[config.mk]
export PLATFORM = sky130hd
export DESIGN_NAME = fp_mul_norm_round
export DESIGN_NICKNAME = d
export VERILOG_FILES = /design/src/rtl/fp_mul_pkg.sv /design/src/rtl/fp_round_pack.sv /design/src/rtl/fp_mul_norm_round.sv
export SDC_FILE = /design/constraint.sdc
export NUM_CORES = 1
export LEC_CHECK = 0
export CAP_MARGIN = 20
export CORE_MARGIN = 3
export CORE_UTILIZATION = 46
export DETAILED_ROUTE_END_ITERATION = 7
export HOLD_SLACK_MARGIN = 0.06
export MAX_ROUTING_LAYER = met4
export PLACE_DENSITY = 0.77
export SYNTH_ARGS = -nofsm -noshare
export SYNTH_HDL_FRONTEND = slang
export SYNTH_SLANG_ARGS = --single-unit
[constraint.sdc]
create_clock -name clk -period 3.09 [get_ports clk]
set_clock_uncertainty 0.1 [all_clocks]
set_input_delay 0.618 -clock clk [delete_from_list [all_inputs] [get_ports clk]]
set_output_delay 0.618 -clock clk [all_outputs]
set_load 0.05 [all_outputs]
[src/rtl/fp_mul_pkg.sv]
// fp_mul_pkg: shared definitions for the single-precision FP multiplier
// back end. Holds special-value class and rounding-mode encodings,
// binary32 format constants, flag bit positions and a small packing helper.
package fp_mul_pkg;

    typedef enum logic [1:0] {
        CLS_NORMAL = 2'b00,
        CLS_ZERO   = 2'b01,
        CLS_INF    = 2'b10,
        CLS_NAN    = 2'b11
    } fp_class_e;

    typedef enum logic [1:0] {
        RM_RNE = 2'b00,   // nearest, ties to even
        RM_RTZ = 2'b01,   // toward zero
        RM_RUP = 2'b10,   // toward +inf
        RM_RDN = 2'b11    // toward -inf
    } fp_rm_e;

    localparam int          BIAS       = 127;
    localparam int          EXP_MAX    = 255;
    localparam int          EXP_FLD_W  = 8;
    localparam int          FRAC_FLD_W = 23;
    localparam logic [31:0] QNAN       = 32'h7FC0_0000;

    // out_flags = {overflow, underflow, inexact}
    localparam int FLG_OVF = 2;
    localparam int FLG_UNF = 1;
    localparam int FLG_INX = 0;

    function automatic logic [31:0] fp_inf(input logic sign);
        return {sign, 8'hFF, 23'h0};
    endfunction

    function automatic logic [31:0] fp_zero(input logic sign);
        return {sign, 31'h0};
    endfunction

endpackage

[src/rtl/fp_round_pack.sv]
// fp_round_pack: combinational round / range-check / pack of a normalised
// mantissa into an IEEE-754 binary32 word. Shared with the future FP adder.
//
// Ports:
//   sign   in   result sign
//   cls    in   special-value class (fp_class_e)
//   man    in   FRAC_W fraction bits after normalisation (hidden bit dropped)
//   g, st  in   guard and sticky bits below the fraction
//   e_in   in   signed biased exponent before rounding
//   rm     in   rounding mode, only with FP_ROUND_MODES_EN defined
//   result out  packed binary32
//   flags  out  {overflow, underflow, inexact}
//
// Optional feature macro: FP_ROUND_MODES_EN (adds rm, directed rounding and
// overflow saturation to max-finite). Without it the block rounds RNE only.
module fp_round_pack
    import fp_mul_pkg::*;
#(
    parameter int EXP_W  = 11,
    parameter int FRAC_W = 23
) (
    input  logic                    sign,
    input  logic [1:0]              cls,
    input  logic [FRAC_W-1:0]       man,
    input  logic                    g,
    input  logic                    st,
    input  logic signed [EXP_W-1:0] e_in,
`ifdef FP_ROUND_MODES_EN
    input  logic [1:0]              rm,
`endif
    output logic [31:0]             result,
    output logic [2:0]              flags
);

    localparam logic signed [EXP_W-1:0] E_MAX = EXP_W'(EXP_MAX);
    localparam logic signed [EXP_W-1:0] E_MIN = EXP_W'(1);

    logic                    round_up;
    logic                    sat;      // overflow goes to max-finite, not inf
    logic                    carry;
    logic [FRAC_W-1:0]       man_r;
    logic signed [EXP_W-1:0] exp_r;
    logic                    inexact;

    assign inexact = g | st;

    always_comb begin
        round_up = g & (st | man[0]);
        sat      = 1'b0;
`ifdef FP_ROUND_MODES_EN
        case (rm)
            RM_RNE: round_up = g & (st | man[0]);
            RM_RTZ: round_up = 1'b0;
            RM_RUP: round_up = ~sign & inexact;
            RM_RDN: round_up = sign & inexact;
            default: round_up = 1'b0;
        endcase
        // Modes that never round away from zero on this sign stop at max-finite.
        sat = (rm == RM_RTZ) | ((rm == RM_RUP) & sign) | ((rm == RM_RDN) & ~sign);
`endif
    end

    // All-ones fraction plus one carries into the exponent and leaves man_r=0.
    assign {carry, man_r} = {1'b0, man} + {{FRAC_W{1'b0}}, round_up};
    assign exp_r          = e_in + {{(EXP_W-1){1'b0}}, carry};

    always_comb begin
        result = '0;
        flags  = '0;
        case (cls)
            CLS_ZERO: result = fp_zero(sign);
            CLS_INF:  result = fp_inf(sign);
            CLS_NAN:  result = QNAN;
            default: begin
                if (exp_r >= E_MAX) begin
                    result          = sat ? {sign, 8'hFE, 23'h7F_FFFF} : fp_inf(sign);
                    flags[FLG_OVF]  = 1'b1;
                    flags[FLG_INX]  = 1'b1;
                end else if (exp_r < E_MIN) begin
                    // No subnormal output: anything below the normal range flushes.
                    result          = fp_zero(sign);
                    flags[FLG_UNF]  = 1'b1;
                    flags[FLG_INX]  = 1'b1;
                end else begin
                    result          = {sign, exp_r[EXP_FLD_W-1:0], man_r[FRAC_W-1 -: FRAC_FLD_W]};
                    flags[FLG_INX]  = inexact;
                end
            end
        endcase
    end

endmodule

[src/rtl/fp_mul_norm_round.sv]
// fp_mul_norm_round: two-stage normalise + round/pack stage behind the
// 24x24 mantissa multiplier of the binary32 FP multiplier.
//   stage 1: pick the product's leading bit, extract fraction/guard/sticky,
//            adjust exponent.
//   stage 2: round, range check and pack (fp_round_pack), registered output.
// Valid/ready on both sides, one result per cycle, 2-cycle latency.
//
// Ports:
//   clk, rst_n          clock, asynchronous active-low reset
//   in_valid/in_ready   upstream handshake
//   in_sign             result sign
//   in_exp              signed exponent sum ea+eb-127
//   in_prod             unsigned 2*MAN_W mantissa product (top two bits != 00
//                       for the normal class)
//   in_class            fp_class_e
//   rm                  rounding mode, only with FP_ROUND_MODES_EN defined
//   out_valid/out_ready downstream handshake
//   out_result          packed binary32
//   out_flags           {overflow, underflow, inexact}
//
// Optional feature macro: FP_ROUND_MODES_EN.
// The packed output is binary32, so MAN_W is expected to stay at 24.
module fp_mul_norm_round
    import fp_mul_pkg::*;
#(
    parameter int EXP_W = 10,
    parameter int MAN_W = 24
) (
    input  logic                    clk,
    input  logic                    rst_n,
    input  logic                    in_valid,
    output logic                    in_ready,
    input  logic                    in_sign,
    input  logic signed [EXP_W-1:0] in_exp,
    input  logic [2*MAN_W-1:0]      in_prod,
    input  logic [1:0]              in_class,
`ifdef FP_ROUND_MODES_EN
    input  logic [1:0]              rm,
`endif
    output logic                    out_valid,
    input  logic                    out_ready,
    output logic [31:0]             out_result,
    output logic [2:0]              out_flags
);

    localparam int PROD_W = 2 * MAN_W;
    localparam int FRAC_W = MAN_W - 1;
    // One extra bit so the +1 from normalising and the +1 from rounding can
    // never wrap, whatever EXP_W is chosen.
    localparam int EI_W   = EXP_W + 1;

    typedef struct packed {
        logic              sign;
        logic [1:0]        cls;
        logic [FRAC_W-1:0] man;
        logic              g;
        logic              st;
        logic [EI_W-1:0]   exp;
`ifdef FP_ROUND_MODES_EN
        logic [1:0]        rm;
`endif
    } s1_t;

    logic [2:1]  vld_pipe;   // [1] stage-1 register, [2] output register
    logic        s2_advance;
    s1_t         s1_d, s1_q;
    logic [31:0] rp_result;
    logic [2:0]  rp_flags;

    assign out_valid  = vld_pipe[2];
    assign s2_advance = ~vld_pipe[2] | out_ready;
    assign in_ready   = ~vld_pipe[1] | s2_advance;

    // Stage 1: normalise. The product of two [1,2) mantissas lies in [1,4),
    // so the leading one is at bit PROD_W-1 or PROD_W-2.
    always_comb begin
        s1_d      = '0;
        s1_d.sign = in_sign;
        s1_d.cls  = in_class;
`ifdef FP_ROUND_MODES_EN
        s1_d.rm   = rm;
`endif
        if (in_prod[PROD_W-1]) begin
            s1_d.man = in_prod[PROD_W-2 -: FRAC_W];
            s1_d.g   = in_prod[MAN_W-1];
            s1_d.st  = |in_prod[MAN_W-2:0];
            s1_d.exp = {in_exp[EXP_W-1], in_exp} + {{EXP_W{1'b0}}, 1'b1};
        end else begin
            s1_d.man = in_prod[PROD_W-3 -: FRAC_W];
            s1_d.g   = in_prod[MAN_W-2];
            s1_d.st  = |in_prod[MAN_W-3:0];
            s1_d.exp = {in_exp[EXP_W-1], in_exp};
        end
    end

    fp_round_pack #(
        .EXP_W  (EI_W),
        .FRAC_W (FRAC_W)
    ) u_round_pack (
        .sign   (s1_q.sign),
        .cls    (s1_q.cls),
        .man    (s1_q.man),
        .g      (s1_q.g),
        .st     (s1_q.st),
        .e_in   ($signed(s1_q.exp)),
`ifdef FP_ROUND_MODES_EN
        .rm     (s1_q.rm),
`endif
        .result (rp_result),
        .flags  (rp_flags)
    );

    always_ff @(posedge clk or negedge rst_n) begin
        if (!rst_n) begin
            vld_pipe   <= '0;
            s1_q       <= '0;
            out_result <= '0;
            out_flags  <= '0;
        end else begin
            if (in_ready) begin
                vld_pipe[1] <= in_valid;
                if (in_valid) s1_q <= s1_d;
            end
            // Output register only loads on advance, so a stalled result holds.
            if (s2_advance) begin
                vld_pipe[2] <= vld_pipe[1];
                if (vld_pipe[1]) begin
                    out_result <= rp_result;
                    out_flags  <= rp_flags;
                end
            end
        end
    end

endmodule

# [Yosys cells after proc, flatten, opt, wreduce, memory -nomap -nowiden]
# Cells that the tools add are included.
[op_classes] n_addsub=3 multipliers=0 n_div=0 magnitude_cmp=2 eq_ne=3 shift=0 mux=10 bitwise_logic=7 n_reduce_logical=5
[ops] operator="$pmux W32 S3" count=1
[ops] operator="$mux W31" count=2
[ops] operator="$mux W36" count=1
[ops] operator="$add A23 B1 Y24" count=1
[ops] operator="$reduce_or A23 Y1" count=1
[ops] operator="$reduce_or A22 Y1" count=1
[ops] operator="$add A10 B2 Y11 const B" count=1
[ops] operator="$add A11 B1 Y11" count=1
[ops] operator="$ge A11 B9 Y1 const B" count=1
[ops] operator="$lt A11 B2 Y1 const B" count=1
[ops] operator="$mux W1" count=5
[ops] operator="$eq A2 B2 Y1 const B" count=2
[ops] operator="$or A1 B1 Y1" count=4
[ops] operator="$reduce_and A2 Y1" count=2
[ops] operator="$mux W3" count=1
[ops] operator="$reduce_or A3 Y1" count=1
[ops] operator="$eq A2 B1 Y1 const B" count=1
[ops] operator="$not A1 Y1" count=2
[ops] operator="$and A1 B1 Y1" count=1
[totals] reg_bits=76 latchBits=0 mem_bits_rw=0 mem_bits_ro=0 input_bits=65 out_inout_bits=37 memories=0

# [Longest topological paths before layout]
[depth] word_depth=8 mapped_depth=14 ltp_nobuf=10

# [By module]
# Synthesis repeated with hierarchy kept, for this count alone.
[unflattened] hier_cells=415 area_unflattened_um2=4254.1
[modules_own_cells] mod="fp_mul_norm_round" n_inst=1 cells_each=268 area_each_um2=3313.2 seq_area_each_um2=1901.8
[modules_own_cells] mod="fp_round_pack" n_inst=1 cells_each=147 area_each_um2=940.9 seq_area_each_um2=0.0

# [Least setup slack after synthesis]
# OpenSTA, ideal clock, no wires.
[synth_path] path_type="flip-flop to flip-flop" from="register s1_q[22] in the netlist's numbering" to="register out_result[10]" arrival_time_ns=2.893 setup_slack_ns=-0.007 path_stages_with_launch=13 period_less_slack_ns=3.097 path_cell_list="dfrtp_1 > nand4_1 > nor4_1 > nand3_1 > nor3_1 > ha_1 > nand4_1 > nor3_1 > xor2_1 > a41o_1 > buf_6 > buf_6 > o41ai_2"
[synth_between] elab_chain_cells=6 word_cells_on_any_way=7
[synth_lines] item="from (decl)" line="fp_mul_norm_round.sv:66" text="s1_t s1_d, s1_q;"
[synth_lines] item="from (signal assigned)" line="fp_mul_norm_round.sv:116" text="s1_q <= '0;"
[synth_lines] item="from (signal assigned)" line="fp_mul_norm_round.sv:122" text="if (in_valid) s1_q <= s1_d;"
[synth_lines] item="$add A23 B1 Y24 *" line="fp_round_pack.sv:64" text="assign {carry, man_r} = {1'b0, man} + {{FRAC_W{1'b0}}, round_up};"
[synth_lines] item="$add A11 B1 Y11" line="fp_round_pack.sv:65" text="assign exp_r = e_in + {{(EXP_W-1){1'b0}}, carry};"
[synth_lines] item="$lt A11 B2 Y1" line="fp_round_pack.sv:79" text="end else if (exp_r < E_MIN) begin"
[synth_lines] item="$mux W31" line="fp_round_pack.sv:79"
[synth_lines] item="$mux W31 *" line="fp_round_pack.sv:75" text="if (exp_r >= E_MAX) begin"
[synth_lines] item="$pmux W32 S3 *" line="fp_round_pack.sv:70" text="case (cls)"
[synth_lines] item="to (signal assigned)" line="fp_mul_norm_round.sv:128" text="out_result <= rp_result;"
[synth_lines] item="to (decl)" line="fp_mul_norm_round.sv:42" text="output logic [31:0] out_result,"
# Every way passes the cells marked *; elsewhere a longest branch is shown, timed or not.
# A chain may end at the register's enable or synchronous reset.

# [Worst setup path in the final report]
[layout_path] from="register s1_q[27] in the netlist's numbering" to="register out_result[7]"
[layout_between] elab_chain_cells=6 word_cells_on_any_way=7
[layout_lines] item="$add A23 B1 Y24 *" line="fp_round_pack.sv:64"
[layout_lines] item="$add A11 B1 Y11 *" line="fp_round_pack.sv:65"
[layout_lines] item="$lt A11 B2 Y1" line="fp_round_pack.sv:79"
[layout_lines] item="$mux W31" line="fp_round_pack.sv:79"
[layout_lines] item="$mux W31 *" line="fp_round_pack.sv:75"
[layout_lines] item="$pmux W32 S3 *" line="fp_round_pack.sv:70"
# Marked as above.

==> impl_metrics.toml <==
[global_routing]
antenna_found_initial = 0
globalRouteTotalUtil_pct = 22.42
overflow = 0
grt_pass1_wl_um = 18070
grt_max_degree = 77
first_global_vias = 3698

[finish]
layout_commonest_cell = "clkdlybuf4s50_1"
final_cells = 672
num_antenna_cells = 0
syn_to_final_growth_pct = 40.16
nFillCells = 715
final_nets = 628
fin_area_um2 = 6043
layout-drive-gt1-share_pct = 18.44
final_cell_mix = "clkdlybuf4s50_1 (99), nand2_1 (81), dfrtp_1 (76)"

[worst_setup_path]
cp_slowest_cell = "dfrtp_1"
path_class = "reg2reg"
cp_max_fo = 11
slowest_delay_ns = 0.39
cp_common_cell = "nand2_4"
cp-start-kind = "flip-flop"
cp_data_arrival_time_ns = 3.14
worst-path-buf-inv = 1
path_cells = "nand4_1 -> nor4_4 -> nand3_2 -> nor3_4 -> ha_2 -> nand2_4 -> o21a_1 -> o211ai_4 -> nand2_4 -> clkbuf_16 -> o41ai_4"
endpoint_kind = "flip-flop"
cp_top_family = "simple AND/OR/NAND/NOR gates"
worstPathRequired_ns = 3.25

[timing]
setup_viol = 0
hold_ws_ns = 0.2831
hold_viol = 0
fin_crit_ns = 2.980
slew_violations = 0
tns_ns = 0
worst_pin_slew_ns = 0.9500
min_period_over_period_pct = 96.43
slew_headroom_pct = 36.67
clock.fmax_mhz = 335.6

[drt]
antenna_left = 0
drc = 0
totalWireLength_um = 11330
drtIter0Drc = 156
drt-pass1-iter-count = 6
vias = 3781
via_per_inst = 5.626
wire_per_inst_um = 16.87

[synth]
avgSynthCellArea_um2 = 9.889
synth_edf_count = 0
synthArstFlopShare_pct = 100.0
synth_top_area_share_pct = 44.11
synth_flop_cell = "dfrtp_1"
ys_ff_latch = 76
syn_inst = 436
yosysWarnings = 0
syn-cell-area_um2 = 4312
ys_seq_area_share_pct = 44.11
synth_area_leaders = "dfrtp_1 (44%), nand2_1 (7.2%), o41ai_2 (7.2%)"
synth_cell_types = 51
yosys.area.top_type = "dfrtp_1"
synthesis.nets = 505

[floorplanning]
die-area_um2 = 10570
chipHeight_um = 102.8
initial_core_util_pct = 48.49
die_w_um = 102.8
rows = 34
core_area_um2 = 8891
io_pins = 102

[cts]
clk_pin_slew_worst_paths_ns = 0.09
htreeDepth = 3
cts_made_buffers = 9
ctsLongestPathBuffers = 2
clockRootBuffer = "clkbuf_8"
cts_tree = "yes"
clock_latency_ns = 0.36
cts.sinks = 76

[pwr]
power_density_nw_per_um2 = 532.4
power.internal_w = 0.002120
p_seq_share_pct = 38.6
p_comb_share_pct = 31.7
power_frac_clock_pct = 29.6
ir_worst_vdd_mv = 0.2947
swShare_pct = 34.11
p_sw_w = 0.001097
leakagePower_nw = 2.620

[job]
cap_violations = 0

[hold_path]
hp-class = "in2async"

[placement]
placed_area_um2 = 5595
post-dp-hpwl_um = 8264
gp_congestion = 0.9039
dpl.cell_count = 651
port_buffers = 101

[status]
status = "completed"
[area by class of cell]
type,instances,area [um2],share of cell area (%)
Multi-Input combinational cell,327,2380,39.38
Tap cell,108,135.1,2.236
Clock buffer,11,141.4,2.340
Clock inverter,5,107.6,1.781
Sequential cell,76,1902,31.47
Inverter,5,18.77,0.3106
Timing Repair Buffer,140,1359,22.48
[power by group through the flow]
stage	Sequential, W	Combinational [W]	Clock [W]
6_report	0.00124	0.00102	0.000953
5_1_grt	0.00126	0.00110	0.00100
4_1_cts	0.00124	0.000970	0.000960
3_5_place_dp	0.00126	0.000962	0
3_3_place_gp	0.00125	0.000945	0
2_1_floorplan	0.00144	0.000378	0
[layer usage]
layer	routed length, um	GRT usage [%]	vias up	part of all wire (%)
met5	0	-	-	0
met3	559	3.586	15	4.9
met1	5132	30.44	1828	45
met4	161	7.371	0	1.4
li1	-	-	1827	-
met2	5480	34.51	111	48
[state kept, by name, indices dropped and copies added (netlist names)]
signal / flops
out_flags: 3
out_result: 32
vld_pipe: 2
s1_q: 39
[stage by stage]
step / util, % / power, W / setup WS (ns)
6_report: 67.97 / 0.003217 / 0.1102
4_1_cts: 65.89 / 0.003170 / 0.006798
2_1_floorplan: - / 0.001816 / 0.02015
3_5_place_dp: 62.93 / 0.002221 / -0.07445
3_3_place_gp: 62.93 / 0.002195 / 0.06624
5_1_grt: 67.97 / 0.003357 / -0.03032
[cells by family (layout without fill, tap and decap cells)]
kind of cell	count (synthesis)	count (layout)	synth area share (%)
multiplexers	31	31	7.313
flip-flops	76	76	44.11
AO/OA/AOI/OAI	86	86	17.27
AND/OR/NAND/NOR	173	173	19.62
adder cells (fa/ha/maj)	4	4	1.161
buffers and inverters	33	161	3.831
XOR/XNOR	33	33	6.703
[cells in the mapped netlist, drive strengths merged, types with 2 or more instances]
library cell,n
a21oi,4
and2,5
and3,3
and4,5
buf,15
clkbuf,13
dfrtp,76
ha,4
inv,5
mux2,4
mux2i,27
nand2,84
nand2b,4
nand3,15
nand3b,3
nand4,16
nand4bb,2
nor2,18
nor3,5
nor4,8
o21ai,40
o21bai,2
o221a,7
o41ai,21
or2,2
xnor2,13
xor2,20
[path summary, 6_finish.rpt]
kind                                    from             end  slack [ns]  cells after the start
worst max-delay path                s1_q[27]   out_result[7]        0.11                     11
worst min-delay path                   rst_n  out_result[10]        0.28                      1
worst max register to register      s1_q[27]   out_result[7]        0.11                     11
worst min register to register  out_flags[2]    out_flags[2]        0.38                      2
max in group asynchronous              rst_n         s1_q[3]        1.97                      1
min in group clk                out_flags[2]    out_flags[2]        0.38                      2
[worst reg2reg max path, delay by kind of cell, from the launching register on]
kind,cells,cell delay (ns)
AND/OR/NAND/NOR,6,1.12
AO/OA/AOI/OAI,3,0.81
flip-flops,1,0.39
adder cells (fa/ha/maj),1,0.27
buffers and inverters,1,0.20
[timing repair]
action                     in CTS  in global routing
gates resized for setup         3                 18
pin swaps                       0                  8
buffers inserted                0                  3
cloned                          0                  2
hold buffers                    0                  0
setup endpoints to repair      18                 31
No activity file was read; power rests on OpenSTA's default activity.
